## config.mk

```make
export PLATFORM = sky130hd
export DESIGN_NAME = game_flow_controller_flat
export DESIGN_NICKNAME = d
export VERILOG_FILES = /design/src/rtl/game_flow_controller_if.sv /design/src/rtl/game_flow_controller.sv /design/src/flat_wrapper.sv
export SDC_FILE = /design/constraint.sdc
export NUM_CORES = 1
export LEC_CHECK = 0
export CAP_MARGIN = 40
export CELL_PAD_IN_SITES_DETAIL_PLACEMENT = 2
export CELL_PAD_IN_SITES_GLOBAL_PLACEMENT = 2
export CORE_UTILIZATION = 32
export DETAILED_ROUTE_END_ITERATION = 16
export PLACE_DENSITY_LB_ADDON = 0.1
export SLEW_MARGIN = 20
export SYNTH_ARGS = -nofsm -noshare
export SYNTH_HDL_FRONTEND = slang
export SYNTH_SLANG_ARGS = --single-unit
```

## constraint.sdc

```tcl
create_clock -name clk -period 4.3 [get_ports clk]
set_input_delay 0.645 -clock clk [delete_from_list [all_inputs] [get_ports clk]]
set_output_delay 0.645 -clock clk [all_outputs]
set_load 0.005 [all_outputs]
```

## src/rtl/game_flow_controller_if.sv

```systemverilog
// Purpose: groups the controller's input events, per-screen pixel sources and
//          status/pixel outputs into one bundle between the screen renderers,
//          the OLED driver and game_flow_controller.
// Ports:   master = controller side (drives status + oled_data),
//          slave  = surrounding system side (drives button, guess, pixel sources).
interface game_flow_controller_if;
  logic        btnC;
  logic        guess_correct;
  logic [15:0] oled_menu;
  logic [15:0] oled_count;
  logic [15:0] oled_draw;
  logic [15:0] oled_result;
  logic [15:0] oled_data;
  logic [1:0]  screen;
  logic        game_start;
  logic        round_active;
  logic [2:0]  round_num;
  logic [2:0]  score;
  logic [5:0]  secs_left;

  modport master (
    input  btnC, guess_correct, oled_menu, oled_count, oled_draw, oled_result,
    output oled_data, screen, game_start, round_active, round_num, score, secs_left
  );

  modport slave (
    output btnC, guess_correct, oled_menu, oled_count, oled_draw, oled_result,
    input  oled_data, screen, game_start, round_active, round_num, score, secs_left
  );
endinterface

```

## src/rtl/game_flow_controller.sv

```systemverilog
// Purpose: Skribble screen sequencer. Debounces btnC, runs MENU -> COUNTDOWN ->
//          DRAW rounds -> RESULT, tracks round/score/seconds, and muxes the
//          per-screen RGB565 pixel sources onto one registered OLED bus.
// Latency: every state/status update and oled_data take exactly one clk edge.
// Flow:    no backpressure; pixel sources are sampled every cycle.
// Ports:   clk, reset (synchronous, active-low), bus (game_flow_controller_if.master):
//          in  btnC (raw, async), guess_correct (pulse), oled_menu/count/draw/result
//          out oled_data, screen, game_start, round_active, round_num, score, secs_left
// Option:  define RESULT_AUTO_RETURN_EN to make RESULT count RESULT_SEC down and
//          fall back to MENU on its own (press still returns early).
module game_flow_controller #(
  parameter int TICK_DIV        = 100_000_000,
  parameter int DEBOUNCE_CYCLES = 1_000_000,
  parameter int COUNTDOWN_SEC   = 3,
  parameter int DRAW_SEC        = 60,
  parameter int NUM_ROUNDS      = 3,
  parameter int RESULT_SEC      = 10
) (
  input logic                   clk,
  input logic                   reset,
  game_flow_controller_if.master bus
);

  typedef enum logic [1:0] {
    S_MENU   = 2'd0,
    S_COUNT  = 2'd1,
    S_DRAW   = 2'd2,
    S_RESULT = 2'd3
  } state_t;

  localparam int TICK_W = (TICK_DIV > 1) ? $clog2(TICK_DIV) : 1;
  localparam int DB_W   = $clog2(DEBOUNCE_CYCLES + 1);

`ifdef RESULT_AUTO_RETURN_EN
  localparam bit AUTO_RETURN = 1'b1;
`else
  localparam bit AUTO_RETURN = 1'b0;
`endif

  localparam logic [5:0] RESULT_LOAD = AUTO_RETURN ? 6'(RESULT_SEC) : 6'd0;

  state_t              state;
  state_t              state_nxt;
  logic [5:0]          secs_left;
  logic [5:0]          secs_nxt;
  logic [2:0]          round_num;
  logic [2:0]          round_nxt;
  logic [2:0]          score;
  logic [2:0]          score_nxt;
  logic                game_start;
  logic                start_nxt;
  logic [15:0]         oled_data;

  logic                btn_meta;
  logic                btn_sync;
  logic                btn_deb;
  logic [DB_W-1:0]     db_cnt;
  logic                db_flip;
  logic                armed;
  logic                press;

  logic [TICK_W-1:0]   tick_cnt;
  logic                sec_tick;
  logic                expire;

  // ---------------------------------------------------------------------------
  // Button: 2-flop synchroniser (no reset, it only samples the pad), then a
  // counter that flips the debounced level after DEBOUNCE_CYCLES consecutive
  // cycles of disagreement.
  // ---------------------------------------------------------------------------
  always_ff @(posedge clk) begin
    btn_meta <= bus.btnC;
    btn_sync <= btn_meta;
  end

  assign db_flip = (btn_sync != btn_deb) && (db_cnt == DB_W'(DEBOUNCE_CYCLES - 1));

  // Press fires on the same edge the debounced level rises.
  assign press = db_flip && btn_sync && armed;

  always_ff @(posedge clk) begin
    if (!reset) begin
      db_cnt  <= '0;
      btn_deb <= 1'b0;
      armed   <= 1'b0;
    end else begin
      if (btn_sync == btn_deb) begin
        db_cnt <= '0;
      end else if (db_flip) begin
        db_cnt  <= '0;
        btn_deb <= btn_sync;
      end else begin
        db_cnt <= db_cnt + DB_W'(1);
      end
      // The debounced level is cleared by reset, so also require the synced
      // pad to read released; otherwise a button held through reset would
      // produce a press as soon as it debounced high.
      if (!btn_deb && !btn_sync) begin
        armed <= 1'b1;
      end
    end
  end

  // ---------------------------------------------------------------------------
  // Seconds tick: restarts on every state change so each screen gets whole
  // seconds from its entry edge.
  // ---------------------------------------------------------------------------
  assign sec_tick = (tick_cnt == TICK_W'(TICK_DIV - 1));
  assign expire   = sec_tick && (secs_left == 6'd1);

  always_ff @(posedge clk) begin
    if (!reset) begin
      tick_cnt <= '0;
    end else if ((state_nxt != state) || sec_tick) begin
      tick_cnt <= '0;
    end else begin
      tick_cnt <= tick_cnt + TICK_W'(1);
    end
  end

  // ---------------------------------------------------------------------------
  // Screen FSM: next state and next status values.
  // ---------------------------------------------------------------------------
  always_comb begin
    state_nxt = state;
    secs_nxt  = secs_left;
    round_nxt = round_num;
    score_nxt = score;
    start_nxt = 1'b0;

    case (state)
      S_MENU: begin
        if (press) begin
          state_nxt = S_COUNT;
          start_nxt = 1'b1;
          round_nxt = 3'd1;
          score_nxt = 3'd0;
          secs_nxt  = 6'(COUNTDOWN_SEC);
        end
      end

      S_COUNT: begin
        if (expire) begin
          state_nxt = S_DRAW;
          secs_nxt  = 6'(DRAW_SEC);
        end else if (sec_tick && (secs_left > 6'd1)) begin
          secs_nxt = secs_left - 6'd1;
        end
      end

      S_DRAW: begin
        // A guess landing on the expiry cycle still counts as correct.
        if (bus.guess_correct || expire) begin
          if (bus.guess_correct && (score < 3'(NUM_ROUNDS))) begin
            score_nxt = score + 3'd1;
          end
          if (round_num >= 3'(NUM_ROUNDS)) begin
            state_nxt = S_RESULT;
            secs_nxt  = RESULT_LOAD;
          end else begin
            state_nxt = S_COUNT;
            round_nxt = round_num + 3'd1;
            secs_nxt  = 6'(COUNTDOWN_SEC);
          end
        end else if (sec_tick && (secs_left > 6'd1)) begin
          secs_nxt = secs_left - 6'd1;
        end
      end

      S_RESULT: begin
`ifdef RESULT_AUTO_RETURN_EN
        if (press || expire) begin
          state_nxt = S_MENU;
          round_nxt = 3'd0;
          secs_nxt  = 6'd0;
        end else if (sec_tick && (secs_left > 6'd1)) begin
          secs_nxt = secs_left - 6'd1;
        end
`else
        if (press) begin
          state_nxt = S_MENU;
          round_nxt = 3'd0;
          secs_nxt  = 6'd0;
        end
`endif
      end

      default: begin
        state_nxt = S_MENU;
      end
    endcase
  end

  always_ff @(posedge clk) begin
    if (!reset) begin
      state      <= S_MENU;
      secs_left  <= 6'd0;
      round_num  <= 3'd0;
      score      <= 3'd0;
      game_start <= 1'b0;
    end else begin
      state      <= state_nxt;
      secs_left  <= secs_nxt;
      round_num  <= round_nxt;
      score      <= score_nxt;
      game_start <= start_nxt;
    end
  end

  // Pixel mux keyed on the state being entered so the bus switches source on
  // the same edge as the screen.
  always_ff @(posedge clk) begin
    if (!reset) begin
      oled_data <= 16'd0;
    end else begin
      case (state_nxt)
        S_MENU:   oled_data <= bus.oled_menu;
        S_COUNT:  oled_data <= bus.oled_count;
        S_DRAW:   oled_data <= bus.oled_draw;
        S_RESULT: oled_data <= bus.oled_result;
        default:  oled_data <= bus.oled_menu;
      endcase
    end
  end

  assign bus.oled_data    = oled_data;
  assign bus.screen       = state;
  assign bus.game_start   = game_start;
  assign bus.round_active = (state == S_DRAW);
  assign bus.round_num    = round_num;
  assign bus.score        = score;
  assign bus.secs_left    = secs_left;

endmodule
```

## src/flat_wrapper.sv

```systemverilog
// flat-port wrapper written by rule: the top's interface ports become plain ports
module game_flow_controller_flat 
#(
  parameter int TICK_DIV        = 100_000_000,
  parameter int DEBOUNCE_CYCLES = 1_000_000,
  parameter int COUNTDOWN_SEC   = 3,
  parameter int DRAW_SEC        = 60,
  parameter int NUM_ROUNDS      = 3,
  parameter int RESULT_SEC      = 10
)
  (clk, reset, bus_btnC, bus_guess_correct, bus_oled_menu, bus_oled_count, bus_oled_draw, bus_oled_result, bus_oled_data, bus_screen, bus_game_start, bus_round_active, bus_round_num, bus_score, bus_secs_left);
  game_flow_controller_if bus_i ();
  input logic clk;
  input logic reset;
  input wire logic [$bits(bus_i.btnC)-1:0] bus_btnC;
  input wire logic [$bits(bus_i.guess_correct)-1:0] bus_guess_correct;
  input wire logic [$bits(bus_i.oled_menu)-1:0] bus_oled_menu;
  input wire logic [$bits(bus_i.oled_count)-1:0] bus_oled_count;
  input wire logic [$bits(bus_i.oled_draw)-1:0] bus_oled_draw;
  input wire logic [$bits(bus_i.oled_result)-1:0] bus_oled_result;
  output wire logic [$bits(bus_i.oled_data)-1:0] bus_oled_data;
  output wire logic [$bits(bus_i.screen)-1:0] bus_screen;
  output wire logic [$bits(bus_i.game_start)-1:0] bus_game_start;
  output wire logic [$bits(bus_i.round_active)-1:0] bus_round_active;
  output wire logic [$bits(bus_i.round_num)-1:0] bus_round_num;
  output wire logic [$bits(bus_i.score)-1:0] bus_score;
  output wire logic [$bits(bus_i.secs_left)-1:0] bus_secs_left;
  assign bus_i.btnC = bus_btnC;
  assign bus_i.guess_correct = bus_guess_correct;
  assign bus_i.oled_menu = bus_oled_menu;
  assign bus_i.oled_count = bus_oled_count;
  assign bus_i.oled_draw = bus_oled_draw;
  assign bus_i.oled_result = bus_oled_result;
  assign bus_oled_data = bus_i.oled_data;
  assign bus_screen = bus_i.screen;
  assign bus_game_start = bus_i.game_start;
  assign bus_round_active = bus_i.round_active;
  assign bus_round_num = bus_i.round_num;
  assign bus_score = bus_i.score;
  assign bus_secs_left = bus_i.secs_left;
  game_flow_controller #(.TICK_DIV(TICK_DIV), .DEBOUNCE_CYCLES(DEBOUNCE_CYCLES), .COUNTDOWN_SEC(COUNTDOWN_SEC), .DRAW_SEC(DRAW_SEC), .NUM_ROUNDS(NUM_ROUNDS), .RESULT_SEC(RESULT_SEC)) u_core (.clk(clk), .reset(reset), .bus(bus_i));
endmodule
```

After elaboration in Yosys (flattened, before gate mapping)
Cells that the tools add are included.
{"block": "op_classes", "n_addsub": 5, "magnitude_cmp": 3, "n_eq_ne": 17, "n_mux": 23, "bitwise_logic": 2, "n_reduce_logical": 22}
{"op": "$pmux W16 S4", "count": 1}
{"op": "$mux W6", "count": 5}
{"op": "$add A27 B1 Y27 const B", "count": 1}
{"op": "$eq A27 B27 Y1 const B", "count": 1}
{"op": "$pmux W6 S4", "count": 1}
{"op": "$add A20 B1 Y20 const B", "count": 1}
{"op": "$eq A20 B20 Y1 const B", "count": 1}
{"op": "$mux W3", "count": 6}
{"op": "$mux W2", "count": 6}
{"op": "$pmux W3 S3", "count": 1}
{"op": "$eq A2 B2 Y1 const B", "count": 4}
{"op": "$ne A2 B1 Y1 const B", "count": 4}
{"op": "$pmux W2 S4", "count": 1}
{"op": "$logic_and A1 B1 Y1", "count": 7}
{"op": "$add A3 B1 Y3 const B", "count": 2}
{"op": "$eq A6 B1 Y1 const B", "count": 1}
{"op": "$gt A6 B1 Y1 const B", "count": 1}
{"op": "$pmux W3 S2", "count": 1}
{"op": "$reduce_and A2 Y1", "count": 3}
{"op": "$sub A6 B1 Y6 const B", "count": 1}
{"op": "$reduce_and A5 Y1", "count": 1}
{"op": "$eq A2 B1 Y1 const B", "count": 2}
{"op": "$logic_not A2 Y1", "count": 2}
{"op": "$reduce_and A4 Y1", "count": 1}
{"op": "other kinds (14)", "count": 17}
{"block": "totals", "reg_bits": 82, "in_bits": 68, "out_inout_bits": 32, "word_cells": 84}

Depth between registers and ports, before layout
Gate-level depths: netlist (run 1).
{"block": "depth", "depth_word": 9, "mapped_depth": 10, "mapped_depth_nobuf": 8}

Least setup slack after synthesis (run 1)
OpenSTA, ideal clock, no wires.
{"block": "synth_timing", "path_kind": "reg-to-reg", "startpoint": "register u_core.tick_cnt[0]", "endpoint": "register u_core.tick_cnt[20]", "setup_ns": 0.063, "arrival_time_ns": 2.195, "required_time_ns": 4.237, "slack_ns": 2.042, "path_stages_with_launch": 10, "path_buffers": 2, "synth_period_minus_slack_ns": 2.258, "path_cell_list": "dfxtp_1 -> ha_1 -> and4_1 -> and4_1 -> buf_2 -> a31oi_2 -> a21oi_4 -> a211o_4 -> buf_12 -> nor2_4"}
{"block": "synth_between", "elab_chain_cells": 8, "elab_cells_between_ends": 10, "classes_between": "1 x add/sub; 2 x eq/ne; 3 x mux; 4 x reduce/logical"}
{"element": "start: declaration", "line_no": "game_flow_controller.sv:62", "rtl": "logic [TICK_W-1:0] tick_cnt;"}
{"element": "start signal: assignment", "line_no": "game_flow_controller.sv:117", "rtl": "tick_cnt <= tick_cnt + TICK_W'(1);"}
{"element": "$eq A27 B27 Y1", "line_no": "game_flow_controller.sv:108", "rtl": "assign sec_tick = (tick_cnt == TICK_W'(TICK_DIV - 1));"}
{"element": "$logic_and A1 B1 Y1", "line_no": "game_flow_controller.sv:109", "rtl": "assign expire = sec_tick && (secs_left == 6'd1);"}
{"element": "$logic_or A1 B1 Y1", "line_no": "game_flow_controller.sv:153", "rtl": "if (bus.guess_correct || expire) begin"}
{"element": "$mux W2", "line_no": "game_flow_controller.sv:153"}
{"element": "$pmux W2 S4", "line_no": "game_flow_controller.sv:131", "rtl": "case (state)"}
{"element": "$ne A2 B2 Y1", "line_no": "game_flow_controller.sv:114", "rtl": "end else if ((state_nxt != state) || sec_tick) begin"}
{"element": "$logic_or A1 B1 Y1", "line_no": "game_flow_controller.sv:114"}
{"element": "$reduce_or A2 Y1 (no source line)"}
Parallel ways exist; a longest one is shown, timed or not.
A chain may end at the register's enable or synchronous reset.

Worst setup path after layout (run 1)
{"block": "layout_timing", "startpoint": "register u_core.state[0] (netlist: u_core.bus.screen[0])", "endpoint": "output port bus_round_active"}
{"block": "layout_between", "elab_chain_cells": 1}
{"element": "start: declaration", "line_no": "game_flow_controller.sv:42", "rtl": "state_t state;"}
{"element": "start signal: assignment", "line_no": "game_flow_controller.sv:202", "rtl": "state <= state_nxt;"}
{"element": "$eq A2 B2 Y1", "line_no": "game_flow_controller.sv:229", "rtl": "assign bus.round_active = (state == S_DRAW);"}
{"element": "end: declaration", "line_no": "flat_wrapper.sv:24", "rtl": "output wire logic [$bits(bus_i.round_active)-1:0] bus_round_active;"}
Every way passes these cells.

==> flow_summary.ini, run 1 <==
[worst_setup_path]
critPathCaptureType = output pin
arrival_ns = 2.27
crit_buf_inv = 3
max_stage_delay_ns = 0.58
cp_max_fo = 10
worstSetupPathType = reg -> out
worstPathRequired_ns = 3.65
path_cells = inv_1 > nand2_1 > clkinv_1 > clkdlybuf4s50_1
worst_setup_path_start_kind = register
cp_slowest_cell = dfxtp_1
cp_top_family = buffers and inverters

[clock_network]
tritoncts = done
clockBufferDepth = 2
numCtsBuffers = 9
clock_latency_ns = 0.34
clk_pin_slew_ns = 0.06
cts-hold-fix-buffers = 0
clock_sinks = 82
postCtsSetupRepairBufs = 0
clock-root-buffer = clkbuf_16
htreeDepth = 3
cts_resized = 0

[global_routing]
grt_start_max_net_pins = 25
gr-usage-met3_pct = 4.488
grt_use_met1_pct = 25.38
busiest_layer = met2
first_global_vias = 4303
gr-usage-met2_pct = 35.74
grt_usage_pct = 20.87
grt_pass1_wl_um = 22960
overflow = 0
grt_antenna_before_repair = 0

[sta]
min_period_over_period_pct = 67.80
hold_violations = 0
setup_violations = 0
slew_headroom_pct = 49.66
holdWs_ns = 0.4030
fmax_ghz = 0.3430
worst_pin_slew_ns = 0.7542
rsz0062_at_grt = no
finalSetupTns_ns = 0
clock_skew_ns = 0.006159
drv_slew = 0
period_needed_ns = 2.915

[finish]
layout-drive-gt1-share_pct = 11.63
stdcell_area_sq_um = 5758
final_net_count = 647
fillCellCount = 1414
area_delta_synth_final_pct = 33.39
antenna_cells = 0
multi_input_area_sq_um = 2516
stdcell_count = 752
seq_area_sq_um = 1642

[drt]
drt_wl_total_um = 14090
initialDrtViolationCount = 114
wire_per_inst_um = 18.73
firstDrtPassIters = 4
drc = 0
via_per_inst = 5.279
drtAntennaViolNets = 0
vias = 3970

[yosys]
synth_edf_count = 0
yosysMostFrequentCell = dfxtp_1
syn_area_per_cell_sq_um = 9.069
synth_area_leaders = dfxtp_1 (38%), xor2_1 (5.5%), nor2_1 (3.7%), nand2_1 (3.5%), xnor2_1 (3.0%)
ys_seq_area_share_pct = 38.03
synth_top_cell_by_area = dfxtp_1
synth_common_cells = dfxtp_1 (82), nor2_1 (42), nand2_1 (40)
syn_inst = 476
synth-main-ff-cell = dfxtp_1
async_reset_ff_share_pct = 0
ys.warnings.count = 0
netlist.area_leader.share_pct = 38.03
ys_types = 67
synth_nets = 552
ys_ff_latch = 82
syn-cell-area_sq_um = 4317

[die]
die-area_sq_um = 13960
initial_utilization_pct = 32.73
io_pins = 100
die_x_um = 118.1
std_cell_rows = 42
core_sq_um = 13190
die_height_um = 118.1

[pwr]
swShare_pct = 20.89
intPower_w = 0.001385
power_w = 0.001750
ir_drop_mv = 0.1596
p_switching_w = 0.0003656
clkPwrFrac_pct = 47.8
static-leakage-power_nw = 2.079
power_frac_comb_pct = 7.7
p_seq_share_pct = 44.5
powerDensity_nw_per_um2 = 304.0

[run_status]
status = finished, final reports clean

[placement]
dp.cells = 735
dp_hpwl_um = 10630
numPortBuffers = 99
place_area_sq_um = 5433
place_congestion = 0.7534

[hold_path]
hold_path_class = reg -> reg

[run]
cap_violations = 0
==> cell families after synthesis <==
kind of cell,share of synthesized area (%)
AND/OR/NAND/NOR,28.70
AO/OA/AOI/OAI,15.94
flip-flops,38.03
XOR/XNOR,8.522
buffers and inverters,3.681
multiplexers,2.812
adder cells (fa/ha/maj),2.319
==> worst paths after layout <==
kind | start | to | slack [ns] | cells after the start
max reg2reg | u_core.tick_cnt[0]$_SDFF_PP0_ | u_core.tick_cnt[3]$_SDFF_PP0_ | 1.54 | 7
min | u_core.btn_meta$_DFF_P_ | u_core.btn_sync$_DFF_P_ | 0.40 | 0
max | u_core.bus.screen[0]$_SDFF_PN0_ | bus_round_active | 1.38 | 4
min reg2reg | u_core.btn_meta$_DFF_P_ | u_core.btn_sync$_DFF_P_ | 0.40 | 0
==> worst reg2reg max path: stages (launching register included) <==
cell,delay [ns]
dfxtp_1,0.42
ha_1,0.26
and4_1,0.34
and4_1,0.36
a31oi_2,0.24
a21oi_4,0.39
a211o_4,0.52
nor2_1,0.11
==> layer usage <==
layer	routed length (um)	vias to the layer above
li1	-	1909
met1	6423	1956
met2	6752	94
met3	689	11
met4	222	0
met5	0	-
==> power by group through the flow <==
| stage | clock [W] | combinational, W | sequential [W] |
|---|---|---|---|
| floorplan | 0 | 0.0000470 | 0.000796 |
| global placement | 0 | 0.000131 | 0.000796 |
| detailed placement | 0 | 0.000134 | 0.000796 |
| CTS | 0.000863 | 0.000136 | 0.000779 |
| global route | 0.000884 | 0.000146 | 0.000780 |
| finish | 0.000836 | 0.000135 | 0.000779 |
==> state kept, by name, summed over array words and instances, names as in the netlist <==
signal                 cells
u_core.tick_cnt           27
u_core.bus.game_start      1
u_core.btn_meta            1
u_core.bus.secs_left       6
u_core.bus.oled_data      16
u_core.bus.score           3
u_core.btn_sync            1
u_core.bus.screen          2
u_core.armed               1
u_core.btn_deb             1
u_core.bus.round_num       3
u_core.db_cnt             20
==> stage by stage <==
step,util [%],setup WS [ns]
floorplan,-,2.042
global route,43.65,1.256
finish,43.65,1.385
detailed placement,41.19,1.590
global placement,41.19,1.674
CTS,43.57,1.379
==> placed cells by master, fill, tap and decap left out, types with 4 or more instances in the layout <==
cell type and instances:
mux2_2 9, dfxtp_1 82, and3_1 14, nand2_1 40, and4_1 7, clkdlybuf4s50_1 99
nand3_1 18, nor2_2 9, a22oi_1 9, clkbuf_16 9, o22ai_1 10, nor2_4 11
a211oi_1 9, o21ai_0 25, and2_1 9, nor3_1 4, nand2b_1 8, clkbuf_1 4
nor4_1 7, nor2_1 42, inv_1 12, ha_1 8, a31oi_1 4, a21oi_1 14
nand4_1 9, xor2_1 27, xnor2_1 15
==> final cells by class <==
cell class / instances / share of cell area (%)
clock buffers: 14 / 4.411
clock inverters: 2 / 1.043
inverters: 13 / 0.8475
multi-input cells: 363 / 43.70
flip-flops and latches: 82 / 28.51
well taps: 176 / 3.824
repair buffers: 102 / 17.67
Power figures use the tool's default switching activity.
==> run 2, diff against run 1 <==
CORE_UTILIZATION = 27   (was 32)
clock period = 2.6 ns   (was 4.3 ns; I/O delays follow)
==> run 2 against run 1 <==
  * Register-to-register slack worse by 1.4 ns
  * Final area is 3.9% higher
  * Via count is 0.83% higher
  * Critical endpoint is now u_core.bus.secs_left[3]$_SDFFE_PN0P_
  * Largest cell class unchanged
==> flow_summary.ini, run 2 (synthesis results as in run 1) <==
[finish]
final_net_count = 665
area_delta_synth_final_pct = 38.61
reg_top3 = u_core.tick_cnt: 27 flops, u_core.db_cnt: 20 flops, u_core.bus.oled_data: 16 flops
final_common_cell = clkdlybuf4s50_1
regMostFlops = u_core.tick_cnt
largest_reg_flops = 27
stdcell_count = 805
antenna_cells = 0
stdcell_area_sq_um = 5983
layout-drive-gt1-share_pct = 15.15
final_cell_mix = clkdlybuf4s50_1 (99), dfxtp_1 (82), nor2_1 (42)

[worst_setup_path]
worstPathRequired_ns = 2.83
worstSetupPathType = reg -> reg
cp_slowest_cell = or4_1
timing.reg2reg.setup_slack_ns = 0.18
r2r_cells = 7
r2r_end = u_core.bus.secs_left[3]$_SDFFE_PN0P_
max_stage_delay_ns = 0.48
reg2reg_from = u_core.tick_cnt[0]$_SDFF_PP0_
worst_setup_path_start_kind = register
crit_top_cell = and4_2
path_cells = ha_1 > and4_2 > and4_2 > nand3_2 > or4_1 > a211o_1 > o311a_2
arrival_ns = 2.65
critPathCaptureType = register
cp_max_fo = 6

[global_routing]
grt_usage_pct = 17.27
first_global_vias = 4209
grt_start_max_net_pins = 25
grt_antenna_before_repair = 0
overflow = 0
grt_pass1_wl_um = 22130

[pwr]
ir_drop_mv = 0.2739
swShare_pct = 20.58
power_frac_comb_pct = 7.8
intPower_w = 0.002293
p_switching_w = 0.0005941
clkPwrFrac_pct = 47.6
powerDensity_nw_per_um2 = 482.6
p_seq_share_pct = 44.6
static-leakage-power_nw = 2.177

[clock_network]
tritoncts = done
numCtsBuffers = 9
clock-root-buffer = clkbuf_16
clock_sinks = 82
htreeDepth = 3
postCtsSetupRepairBufs = 0
clk_pin_slew_ns = 0.06
clock_latency_ns = 0.34
clockBufferDepth = 2

[die]
die_x_um = 128.4
die_height_um = 128.4
initial_utilization_pct = 27.98
std_cell_rows = 45
die-area_sq_um = 16500
io_pins = 100
core_sq_um = 15430

[run]
cap_violations = 0

[sta]
holdWs_ns = 0.3456
setup_violations = 0
drv_slew = 0
period_needed_ns = 2.420
min_period_over_period_pct = 93.09
clock_skew_ns = 0.005443
hold_violations = 0
worst_pin_slew_ns = 0.5396
fmax_ghz = 0.4132
finalSetupTns_ns = 0
rsz0062_at_grt = no
slew_headroom_pct = 63.69

[drt]
vias = 4003
drt_wl_total_um = 13870
initialDrtViolationCount = 114
drc = 0
drtAntennaViolNets = 0
firstDrtPassIters = 4
via_per_inst = 4.973
wire_per_inst_um = 17.22

[hold_path]
hold_end = u_core.btn_sync$_DFF_P_
whs_path_depth = 0
worstHoldStart = u_core.btn_meta$_DFF_P_
hold_path_class = reg -> reg

[placement]
place_area_sq_um = 5624
dp_hpwl_um = 10320
dp.cells = 788
numPortBuffers = 99
place_congestion = 0.7795

[run_status]
status = finished, final reports clean
==> run 2: cell types whose count changed in the layout (fill, tap and decap cells not counted), sizes merged <==
cell	before	now
a211o	4	5
buf	3	20
==> run 2: layer usage <==
metal	vias to the layer above	track usage, %	wire length [um]
met5	-	0	0
met4	0	6.644	221
met3	14	3.326	729
met2	94	28.39	6158
met1	1954	22.33	6755
li1	1941	-	-
==> run 2: through the flow <==
| stage | total power (W) | utilization (%) | worst slack [ns] |
|---|---|---|---|
| 2_1_floorplan | 0.001394 | - | 0.3424 |
| 5_1_grt | 0.003012 | 38.78 | 0.003277 |
| 3_3_place_gp | 0.001534 | 36.46 | 0.1650 |
| 4_1_cts | 0.002934 | 38.49 | 0.004534 |
| 3_5_place_dp | 0.001540 | 36.46 | 0.02570 |
| 6_report | 0.002887 | 38.78 | 0.1797 |
==> run 2: timing repair <==
item	in CTS	in global routing
setup endpoints to repair	1	34
hold endpoints to repair	0	0
pin swaps	1	1
resized for setup	0	8
hold buffers	0	0
cloned	0	1
==> run 2: worst max-delay path, delay by kind of cell, from the launching register on <==
kind	cells	cell delay, ns
fa+ha+maj	1	0.22
flops	1	0.40
compound gates	2	0.44
simple gates	4	1.25
==> run 2: power by group through the flow <==
| stage | clock network, W | logic, W | registers [W] |
|---|---|---|---|
| after floorplan | 0 | 0.0000778 | 0.00132 |
| after global placement | 0 | 0.000220 | 0.00131 |
| after detailed placement | 0 | 0.000223 | 0.00132 |
| after CTS | 0.00142 | 0.000226 | 0.00129 |
| after global routing | 0.00148 | 0.000246 | 0.00129 |
| final | 0.00137 | 0.000226 | 0.00129 |
==> run 2: final cells by class <==
| cell class | count | area [sq um] |
|---|---|---|
| Clock inverter | 2 | 60.06 |
| Inverter | 13 | 48.80 |
| Multi-Input combinational cell | 364 | 2561 |
| Clock buffer | 14 | 254.0 |
| Sequential cell | 82 | 1642 |
| Tap cell | 211 | 264.0 |
| Fill cell | 1734 | 9444 |
| Timing Repair Buffer | 119 | 1154 |
==> run 2: how the worst max path moves through the flow <==
stage                                                     from                                   end  slack (ns)
final                            u_core.tick_cnt[0]$_SDFF_PP0_  u_core.bus.secs_left[3]$_SDFFE_PN0P_        0.18
after global placement    u_core.bus.secs_left[0]$_SDFFE_PN0P_  u_core.bus.secs_left[5]$_SDFFE_PN0P_        0.16
after floorplan                  u_core.tick_cnt[0]$_SDFF_PP0_        u_core.tick_cnt[20]$_SDFF_PP0_        0.34
after CTS                        u_core.tick_cnt[0]$_SDFF_PP0_         u_core.tick_cnt[7]$_SDFF_PP0_       0.005
after global routing             u_core.tick_cnt[0]$_SDFF_PP0_  u_core.bus.secs_left[5]$_SDFFE_PN0P_       0.003
after detailed placement         u_core.tick_cnt[0]$_SDFF_PP0_         u_core.tick_cnt[7]$_SDFF_PP0_        0.03
